## config.mk

```make
export PLATFORM = sky130hd
export DESIGN_NAME = cbus_rr_arbiter
export DESIGN_NICKNAME = d
export VERILOG_FILES = /design/src/rtl/cbus_rr_arbiter_pkg.sv /design/src/rtl/cbus_rr_arbiter_rr_pick.sv /design/src/rtl/cbus_rr_arbiter.sv
export SDC_FILE = /design/constraint.sdc
export NUM_CORES = 1
export LEC_CHECK = 0
export CELL_PAD_IN_SITES_DETAIL_PLACEMENT = 2
export CELL_PAD_IN_SITES_GLOBAL_PLACEMENT = 2
export CORE_MARGIN = 1
export CORE_UTILIZATION = 10
export DETAILED_ROUTE_END_ITERATION = 7
export PLACE_DENSITY_LB_ADDON = 0.05
export SLEW_MARGIN = 20
export SYNTH_ARGS = -nofsm -noshare
export SYNTH_HDL_FRONTEND = slang
export SYNTH_SLANG_ARGS = --single-unit
```

## constraint.sdc

```tcl
create_clock -name clk -period 2.77 [get_ports clk]
set_input_delay 0.554 -clock clk [delete_from_list [all_inputs] [get_ports clk]]
set_output_delay 0.554 -clock clk [all_outputs]
set_load 0.05 [all_outputs]
```

## src/rtl/cbus_rr_arbiter_pkg.sv

```systemverilog
// Shared CBus request/response types used by the arbiter, its picker and any
// upstream or downstream agents.
package cbus_rr_arbiter_pkg;

    typedef struct packed {
        logic        valid;
        logic        write;
        logic [15:0] addr;
        logic [31:0] wdata;
    } cbus_req_t;

    typedef struct packed {
        logic        ready;
        logic        last;
        logic [31:0] rdata;
    } cbus_resp_t;

    localparam cbus_req_t  CBUS_REQ_IDLE  = '0;
    localparam cbus_resp_t CBUS_RESP_IDLE = '0;

endpackage

```

## src/rtl/cbus_rr_arbiter_rr_pick.sv

```systemverilog
// Combinational winner search: first valid index at or after ptr, wrapping
// modulo NUM_INPUTS. A pointer of zero gives plain lowest-index priority.
module rr_pick #(
    parameter int NUM_INPUTS = 2,
    parameter int IDX_W      = $clog2(NUM_INPUTS)
) (
    input  logic [NUM_INPUTS-1:0] valid,
    input  logic [IDX_W-1:0]      ptr,
    output logic [IDX_W-1:0]      idx,
    output logic                  any
);

    localparam logic [IDX_W:0] N_W = (IDX_W+1)'(NUM_INPUTS);

    logic [IDX_W:0] cand;

    // Scan from the farthest offset down so the nearest valid index is written last.
    always_comb begin
        idx  = '0;
        any  = 1'b0;
        cand = '0;
        for (int k = NUM_INPUTS - 1; k >= 0; k--) begin
            cand = {1'b0, ptr} + (IDX_W+1)'(k);
            if (cand >= N_W) begin
                cand = cand - N_W;
            end
            if (valid[cand[IDX_W-1:0]]) begin
                idx = cand[IDX_W-1:0];
                any = 1'b1;
            end
        end
    end

endmodule

```

## src/rtl/cbus_rr_arbiter.sv

```systemverilog
// N-to-1 CBus arbiter: grants one requester for a whole burst (until ready &&
// last), with fixed-priority or round-robin selection between bursts.
module cbus_rr_arbiter
    import cbus_rr_arbiter_pkg::*;
#(
    parameter int NUM_INPUTS = 2,
    parameter int POLICY     = 1,
    parameter int IDX_W      = $clog2(NUM_INPUTS)
) (
    input  logic             clk,
    input  logic             reset,
    input  cbus_req_t        ireqs  [NUM_INPUTS],
    output cbus_resp_t       iresps [NUM_INPUTS],
    output cbus_req_t        oreq,
    input  cbus_resp_t       oresp,
    output logic             busy,
    output logic [IDX_W-1:0] owner
);

    typedef enum logic {
        ST_IDLE = 1'b0,
        ST_BUSY = 1'b1
    } state_e;

    localparam logic [IDX_W-1:0] LAST_IDX = IDX_W'(NUM_INPUTS - 1);

    state_e                  state_q, state_d;
    logic [IDX_W-1:0]        owner_q, owner_d;
    logic [IDX_W-1:0]        rr_ptr_q, rr_ptr_d;
    logic [NUM_INPUTS-1:0]   req_valid;
    logic [IDX_W-1:0]        pick_ptr;
    logic [IDX_W-1:0]        pick_idx;
    logic                    pick_any;
    logic                    done;

    always_comb begin
        for (int i = 0; i < NUM_INPUTS; i++) begin
            req_valid[i] = ireqs[i].valid;
        end
    end

    // Fixed priority is the same search anchored permanently at index 0.
    assign pick_ptr = (POLICY == 1) ? rr_ptr_q : '0;

    rr_pick #(
        .NUM_INPUTS (NUM_INPUTS),
        .IDX_W      (IDX_W)
    ) u_rr_pick (
        .valid (req_valid),
        .ptr   (pick_ptr),
        .idx   (pick_idx),
        .any   (pick_any)
    );

    assign done = oresp.ready && oresp.last;

    always_comb begin
        state_d  = state_q;
        owner_d  = owner_q;
        rr_ptr_d = rr_ptr_q;
        oreq     = CBUS_REQ_IDLE;
        for (int i = 0; i < NUM_INPUTS; i++) begin
            iresps[i] = CBUS_RESP_IDLE;
        end
        case (state_q)
            ST_IDLE: begin
                if (pick_any) begin
                    state_d = ST_BUSY;
                    owner_d = pick_idx;
                end
            end
            ST_BUSY: begin
                // Owner is locked; its valid may drop without aborting the burst.
                oreq            = ireqs[owner_q];
                iresps[owner_q] = oresp;
                if (done) begin
                    state_d = ST_IDLE;
                    owner_d = '0;
                    if (POLICY == 1) begin
                        rr_ptr_d = (owner_q == LAST_IDX) ? '0 : owner_q + IDX_W'(1);
                    end
                end
            end
        endcase
    end

    always_ff @(posedge clk) begin
        if (reset) begin
            state_q  <= ST_IDLE;
            owner_q  <= '0;
            rr_ptr_q <= '0;
        end else begin
            state_q  <= state_d;
            owner_q  <= owner_d;
            rr_ptr_q <= rr_ptr_d;
        end
    end

    assign busy  = (state_q == ST_BUSY);
    assign owner = owner_q;

endmodule
```

### Yosys cells after proc, flatten, opt, wreduce, memory -nomap -nowiden

Index checks and enable logic that the tools add are counted.

* register bits after elaboration: 3
* latch bits: 0
* bits in writable memories: 0
* ROM bits: 0
* input bits: 136
* output and inout port bits: 120
* logic and storage cells: 46
* memories: 0

* add/sub/neg operators: 4
* $mul: 0
* divide/modulo/power cells: 0
* order comparisons: 6
* equal/unequal tests: 2
* shift operators: 0
* mux-type cells: 24
* bitwise operators: 3
* reduce and logical (&&, ||, !) cells: 4

Operator list (number)
* 50-bit 2-to-1 mux: 4
* 68-bit bitwise AND: 1
* 68-bit 2-to-1 mux: 1
* 34-bit demux with 1-bit select: 1
* 34-bit 2-to-1 mux: 1
* 1-bit 2-to-1 mux: 15
* 2-bit >= comparator, second input constant: 2
* 1-bit by 2-bit < comparator with 1-bit output, second input constant: 2
* 1-bit case mux with 2 select lines: 2
* 2-bit AND reduction: 2
* 1-bit by 1-bit adder with 2-bit output, second input constant: 1
* 1-bit by 2-bit >= comparator with 1-bit output, second input constant: 1
* 1-bit logical AND: 2
* 2-bit by 1-bit < comparator with 1-bit output, second input constant: 1
* 2-bit by 1-bit inequality test with 1-bit output, second input constant: 1
* 2-bit inequality test, second input constant: 1
* 1-bit inverter with 2-bit output: 1
* 1-bit subtractor, second input constant: 2
* 1-bit adder, second input constant: 1
* 1-bit inverter: 1

### Depth between registers and ports, before layout

Gate-level depths: netlist of the first run.

* depth after elaboration: 9
* gate-level depth with buffers: 4
* gate-level depth less buffers: 3

### Modules after synthesis

From an unflattened synthesis of the first run, not the netlist that was laid out.

* cell total of the unflattened synthesis: 207
* area total of the unflattened synthesis: 1531.5 um^2

Modules (own cells, without submodules)
* cbus_rr_arbiter: times used 1, cells an instance 204, area an instance 1514.0 um^2, sequential area each 60.1 um^2
* rr_pick: times used 1, cells an instance 3, area an instance 17.5 um^2, sequential area each 0.0 um^2

### Least setup slack after synthesis of the first run

OpenSTA, ideal clock, no wires.

* path type: register to output
* start: register owner_q, in the netlist owner
* end: output oreq[0] (netlist bit)
* arrival: 1.726 ns
* required time: 2.216 ns
* slack: 0.490 ns
* cell stages (with the launch flop): 5
* path through: dfxtp_1 > buf_6 > buf_6 > mux2i_1 > nor2_1

RTL lines
* start, declared: line cbus_rr_arbiter.sv:28 `logic [IDX_W-1:0] owner_q, owner_d;`
* start signal, assigned: line cbus_rr_arbiter.sv:94 `owner_q <= owner_d;`
* end, declared: line cbus_rr_arbiter.sv:14 `output cbus_req_t oreq,`

==> results of run 1 <==
cell families after synthesis:
group / share of synthesized area [%]
flops: 4.23
mux: 35.2
buf+inv: 11.4
compound gates: 1.85
simple gates: 47.3
flip-flops by register name, summed over array words and instances, names as in the netlist:
signal    count
busy          1
owner         1
pick_ptr      1
synth_stat cells, drive strengths merged:
| library cell | count |
|---|---|
| inv | 1 |
| a211oi | 1 |
| a21oi | 1 |
| a32oi | 1 |
| and2 | 34 |
| buf | 12 |
| nor2 | 52 |
| mux2i | 50 |
| and3 | 35 |
| clkbuf | 10 |
| nand3 | 1 |
| nand2 | 1 |
| nand2b | 1 |
| nor3 | 2 |
| dfxtp | 3 |
placed cells by master (no fill, tap or decap):
cell type | netlist | routed
nor2_1 | 50 | 50
nor3_2 | 1 | 1
dfxtp_1 | 3 | 2
and2_1 | 34 | 34
nand2_1 | 1 | 1
and3_4 | 1 | 1
nor2_2 | 1 | 1
a211oi_2 | 1 | 1
buf_12 | 0 | 118
a32oi_1 | 1 | 1
inv_2 | 1 | 1
clkbuf_16 | 0 | 3
a21oi_1 | 1 | 1
clkdlybuf4s50_1 | 0 | 136
nand3_1 | 1 | 1
and3_1 | 34 | 34
nor3_1 | 1 | 1
dfxtp_4 | 0 | 1
clkbuf_1 | 7 | 1
nand2b_1 | 1 | 1
nor2_4 | 1 | 1
mux2i_1 | 50 | 50
buf_4 | 3 | 6
critical path, stage by stage, from the launching register on:
cell     delay, ns
dfxtp_4       0.55
buf_4         0.42
mux2i_1       0.25
nor2_1        0.09
buf_12        0.19
per-stage QoR:
stage	cell area, um^2	worst slack, ns	cells
4_1_cts	5340	0.453	627
2_1_floorplan	1420	0.490	205
5_1_grt	5340	0.362	627
3_3_place_gp	5260	0.703	623
6_report	5340	0.491	627
3_5_place_dp	5260	0.681	623
final cells by class:
cell class / count / share of cell area [%]
repair buffers: 260 / 70.6
multi-input cells: 179 / 22.5
well taps: 180 / 4.22
clock buffers: 4 / 1.48
flip-flops and latches: 3 / 1.20
inverters: 1 / 0.0703
how the worst min path moves through the flow:
| stage | endpoint | slack [ns] | cells after the start |
|---|---|---|---|
| 6_report | pick_ptr$_SDFFE_PP0P_ | 0.55 | 2 |
| 5_1_grt | pick_ptr$_SDFFE_PP0P_ | 0.57 | 2 |
| 4_1_cts | pick_ptr$_SDFFE_PP0P_ | 0.56 | 2 |
| 3_5_place_dp | pick_ptr$_SDFFE_PP0P_ | 0.56 | 2 |
| 3_3_place_gp | pick_ptr$_SDFFE_PP0P_ | 0.53 | 2 |
| 2_1_floorplan | pick_ptr$_SDFFE_PP0P_ | 0.48 | 2 |
power by group through the flow:
stage | logic [W] | clock network, W | registers [W]
3_3_place_gp | 0.00115 | 0 | 0.0000560
2_1_floorplan | 0.000504 | 0 | 0.0000560
3_5_place_dp | 0.00116 | 0 | 0.0000560
6_report | 0.00114 | 0.000226 | 0.0000548
5_1_grt | 0.00119 | 0.000237 | 0.0000560
4_1_cts | 0.00116 | 0.000231 | 0.0000555
per-layer routing:
layer,global-route usage (%),vias up
met5,0,-
met4,1.39,0
met3,5.78,2
met2,27.3,142
met1,13.9,1145
li1,-,1174
==> flow_summary.yaml, run 1 <==
run_status:
  status: "completed"
grt:
  grtUsageTotal_pct: 13.9
  grt_max_degree: 52
  grt_pass1_wl_um: 15500
  grt_pass1_vias: 2687
  grt_overflow: 0
  antenna_found_initial: 0
final_layout:
  syn_to_final_growth_pct: 276
  antenna_cells: 0
  final_util_pct: 38.5
  nNetsFinal: 584
  register_area_um2: 63.8
  multi_input_area_mm2: 0.00120
  n_fill_cell: 1488
  layout-drive-gt1-share_pct: 30.0
timing:
  finalHoldViolCount: 0
  setup_violations: 0
  worst_pin_slew_ns: 0.614
  rsz0062_at_grt: "no"
  fmax_ghz: 0.439
  finalSetupTns_ns: 0
  report.final.slew_viol_count: 0
  holdWs_ns: 0.554
  relSlewSlack_pct: 59.0
  layout_min_cycle_time_ns: 2.28
  final.setup_skew_ns: 0.000425
  fin_crit_sh_pct: 82.3
floorplan:
  rows: 43
  core_area_mm2: 0.0139
  die_area_mm2: 0.0147
  die_h_um: 121
  die-width_um: 121
  start_util_pct: 10.2
  ios: 256
routing:
  wl_met1_um: 3510
  post_drt_wl_per_cell_um: 16.4
  drtIter0Drc: 45
  drtPass1Iterations: 3
  via_per_inst: 3.93
  met2_length_um: 5610
  met3WireLength_um: 1160
  drc: 0
  highest_layer: "met4"
  ant_nets: 0
  num_vias: 2463
  drt-total-wl_um: 10300
cts:
  clockRootBuffer: "clkbuf_16"
  clkTransAtPathRegs_ns: 0.03
  clockBufferDepth: 2
  cts_tree: "built"
  clock-sinks: 3
  htreeDepth: 1
  cts_hold_buffers: 0
  cts_resized: 0
  numCtsBuffers: 3
  insertion_delay_ns: 0.22
  post-cts-setup-buffers: 0
setup_path:
  rr_worst_depth: 3
  path_class: "reg -> out"
  rrSetupSlack_ns: 1.40
  critPathLaunch: "owner$_SDFFE_PP0P_"
  cp-end-kind: "output port"
  required_ns: 2.22
  startpoint_type: "flip-flop"
  arrival_ns: 1.73
  reg2reg_from: "owner$_SDFFE_PP0P_"
  cp-endpoint: "oreq[34]"
  r2r_end: "owner$_SDFFE_PP0P_"
  cp_max_fo: 28
hold_path:
  min_path_type: "reg -> reg"
  hold_start: "pick_ptr$_SDFFE_PP0P_"
synthesis:
  yosysWarnings: 0
  synth.area.top_cells: "mux2i_1, and2_1, and3_1, nor2_1, buf_6"
  syn_nets: 341
  yosysTopAreaCellShare_pct: 35.2
  post_synth.cell_area_avg_um2: 6.93
  seq_area_frac_synth_pct: 4.23
  netlist_instances: 205
  netlist_area_mm2: 0.00142
  synth_cell_types: 22
  synth_area_leader_cell: "mux2i_1"
  ys_ff_latch: 3
power_and_ir_drop:
  netSwitchingPower_w: 0.000612
  pwr-share-seq_pct: 3.8
  total_power_w: 0.00143
  power_frac_clock_pct: 15.9
  p_leak_nw: 2.17
  swShare_pct: 43.0
  ir_drop_uv: 148
  p_int_w: 0.000813
  power_density_mw_per_mm2: 267
  comb_power_share_pct: 80.3
placement:
  finalWeightedCongestion: 0.720
  hpwl_um: 8760
  io_buffers: 255
run:
  cap_violations: 0
(Power assumes the default switching activity.)
==> run 2: changes to the inputs <==
- clock period: 2.77 -> 2 ns (I/O delays scaled with it)
==> run 2 against run 1 <==
Effect of this change:
- final area is 2.0% higher
- largest power group unchanged
- clock skew grew 0.00063 ns
- sequential cell count unchanged
- critical path type unchanged
- largest cell class unchanged
==> flow_summary.yaml, run 2 (synthesized netlist as in run 1, its figures left out) <==
setup_path:
  critPathLaunch: "owner$_SDFFE_PP0P_"
  required_ns: 1.60
  arrival_ns: 1.45
  startpoint_type: "flip-flop"
  cp-end-kind: "output port"
  path_class: "reg -> out"
  cp_max_fo: 12
  reg2reg_from: "busy$_SDFF_PP0_"
placement:
  finalWeightedCongestion: 0.720
  hpwl_um: 8910
  io_buffers: 255
cts:
  clockRootBuffer: "clkbuf_16"
  clkTransAtPathRegs_ns: 0.03
  insertion_delay_ns: 0.22
  cts_hold_buffers: 0
  clock-sinks: 3
  clockBufferDepth: 2
  numCtsBuffers: 3
  cts_tree: "built"
  htreeDepth: 1
floorplan:
  die-width_um: 121
  start_util_pct: 10.2
  die_area_mm2: 0.0147
  core_area_mm2: 0.0139
  ios: 256
  rows: 43
  die_h_um: 121
routing:
  drtPass1Iterations: 4
  drc: 0
  ant_nets: 0
  drt-total-wl_um: 10400
  num_vias: 2490
  post_drt_wl_per_cell_um: 16.5
  via_per_inst: 3.95
  drtIter0Drc: 48
run:
  cap_violations: 0
grt:
  grt_max_degree: 39
  grt_pass1_wl_um: 15500
  antenna_found_initial: 0
  grt_pass1_vias: 2697
  grt_overflow: 0
  grtUsageTotal_pct: 13.9
final_layout:
  register_area_um2: 63.8
  layout-drive-gt1-share_pct: 31.9
  nNetsFinal: 588
  antenna_cells: 0
  syn_to_final_growth_pct: 283
  final_util_pct: 39.2
  n_fill_cell: 1462
  layout_common_cells: "clkdlybuf4s50_1, buf_12, mux2i_1"
  multi_input_area_mm2: 0.00121
  mostFrequentLayoutCell: "clkdlybuf4s50_1"
timing:
  worst_pin_slew_ns: 0.379
  report.final.slew_viol_count: 0
  final.setup_skew_ns: 0.00105
  layout_min_cycle_time_ns: 1.85
  fmax_ghz: 0.540
  rsz0062_at_grt: "no"
  finalHoldViolCount: 0
  fin_crit_sh_pct: 92.5
  relSlewSlack_pct: 74.7
  setup_violations: 0
power_and_ir_drop:
  p_leak_nw: 2.21
  power_density_mw_per_mm2: 370
  total_power_w: 0.00201
  ir_drop_uv: 183
run_status:
  status: "completed"
hold_path:
  min_path_type: "reg -> reg"
  hold_start: "pick_ptr$_SDFFE_PP0P_"
[run 2: final timing paths]
kind / end / slack, ns / cells past startpoint
hold reg to reg: pick_ptr$_SDFFE_PP0P_ / 0.57 / 2
hold / removal: pick_ptr$_SDFFE_PP0P_ / 0.57 / 2
setup reg to reg: pick_ptr$_SDFFE_PP0P_ / 0.68 / 4
setup / recovery: oreq[43] / 0.15 / 4
[run 2: worst max-delay path, cell delays in order, from the launching register on]
cell	delay, ns
dfxtp_4	0.51
buf_4	0.26
mux2i_1	0.20
nor2_1	0.08
buf_12	0.17
[run 2: cell type report]
cell class	instances	area share, %
timing repair buffer	264	70.9
clock buffer	4	1.45
tap	180	4.14
sequential	3	1.17
inverter	1	0.0689
multi-input combinational	179	22.2
[run 2: per-layer routing]
layer	wire [um]	global-route usage (%)
met1	3420	14.2
met2	5870	27.1
met3	1090	4.93
met4	48	2.08
met5	0	0
[run 2: timing repair]
item	in CTS	in global routing
endpoints found under the setup margin	0	37
resized for setup	0	1
endpoints found under the hold margin	0	0
setup buffers	0	1
[run 2: stage by stage]
| step | worst slack [ns] | hold slack [ns] | area [um^2] | instances | TNS (ns) |
|---|---|---|---|---|---|
| after floorplan | -0.126 | 0.465 | 1430 | 205 | -5.66 |
| after global placement | 0.243 | 0.524 | 5360 | 626 | 0 |
| after detailed placement | 0.220 | 0.542 | 5360 | 626 | 0 |
| after CTS | 0.00983 | 0.580 | 5430 | 630 | 0 |
| after global routing | 0.0326 | 0.576 | 5450 | 631 | 0 |
| final | 0.149 | 0.565 | 5450 | 631 | 0 |
[run 2: where the power goes]
part	switching (W)	internal [W]	total (W)
registers	0.0000104	0.0000638	0.0000742
logic	0.000796	0.000825	0.00162
clock network	0.0000551	0.000263	0.000318
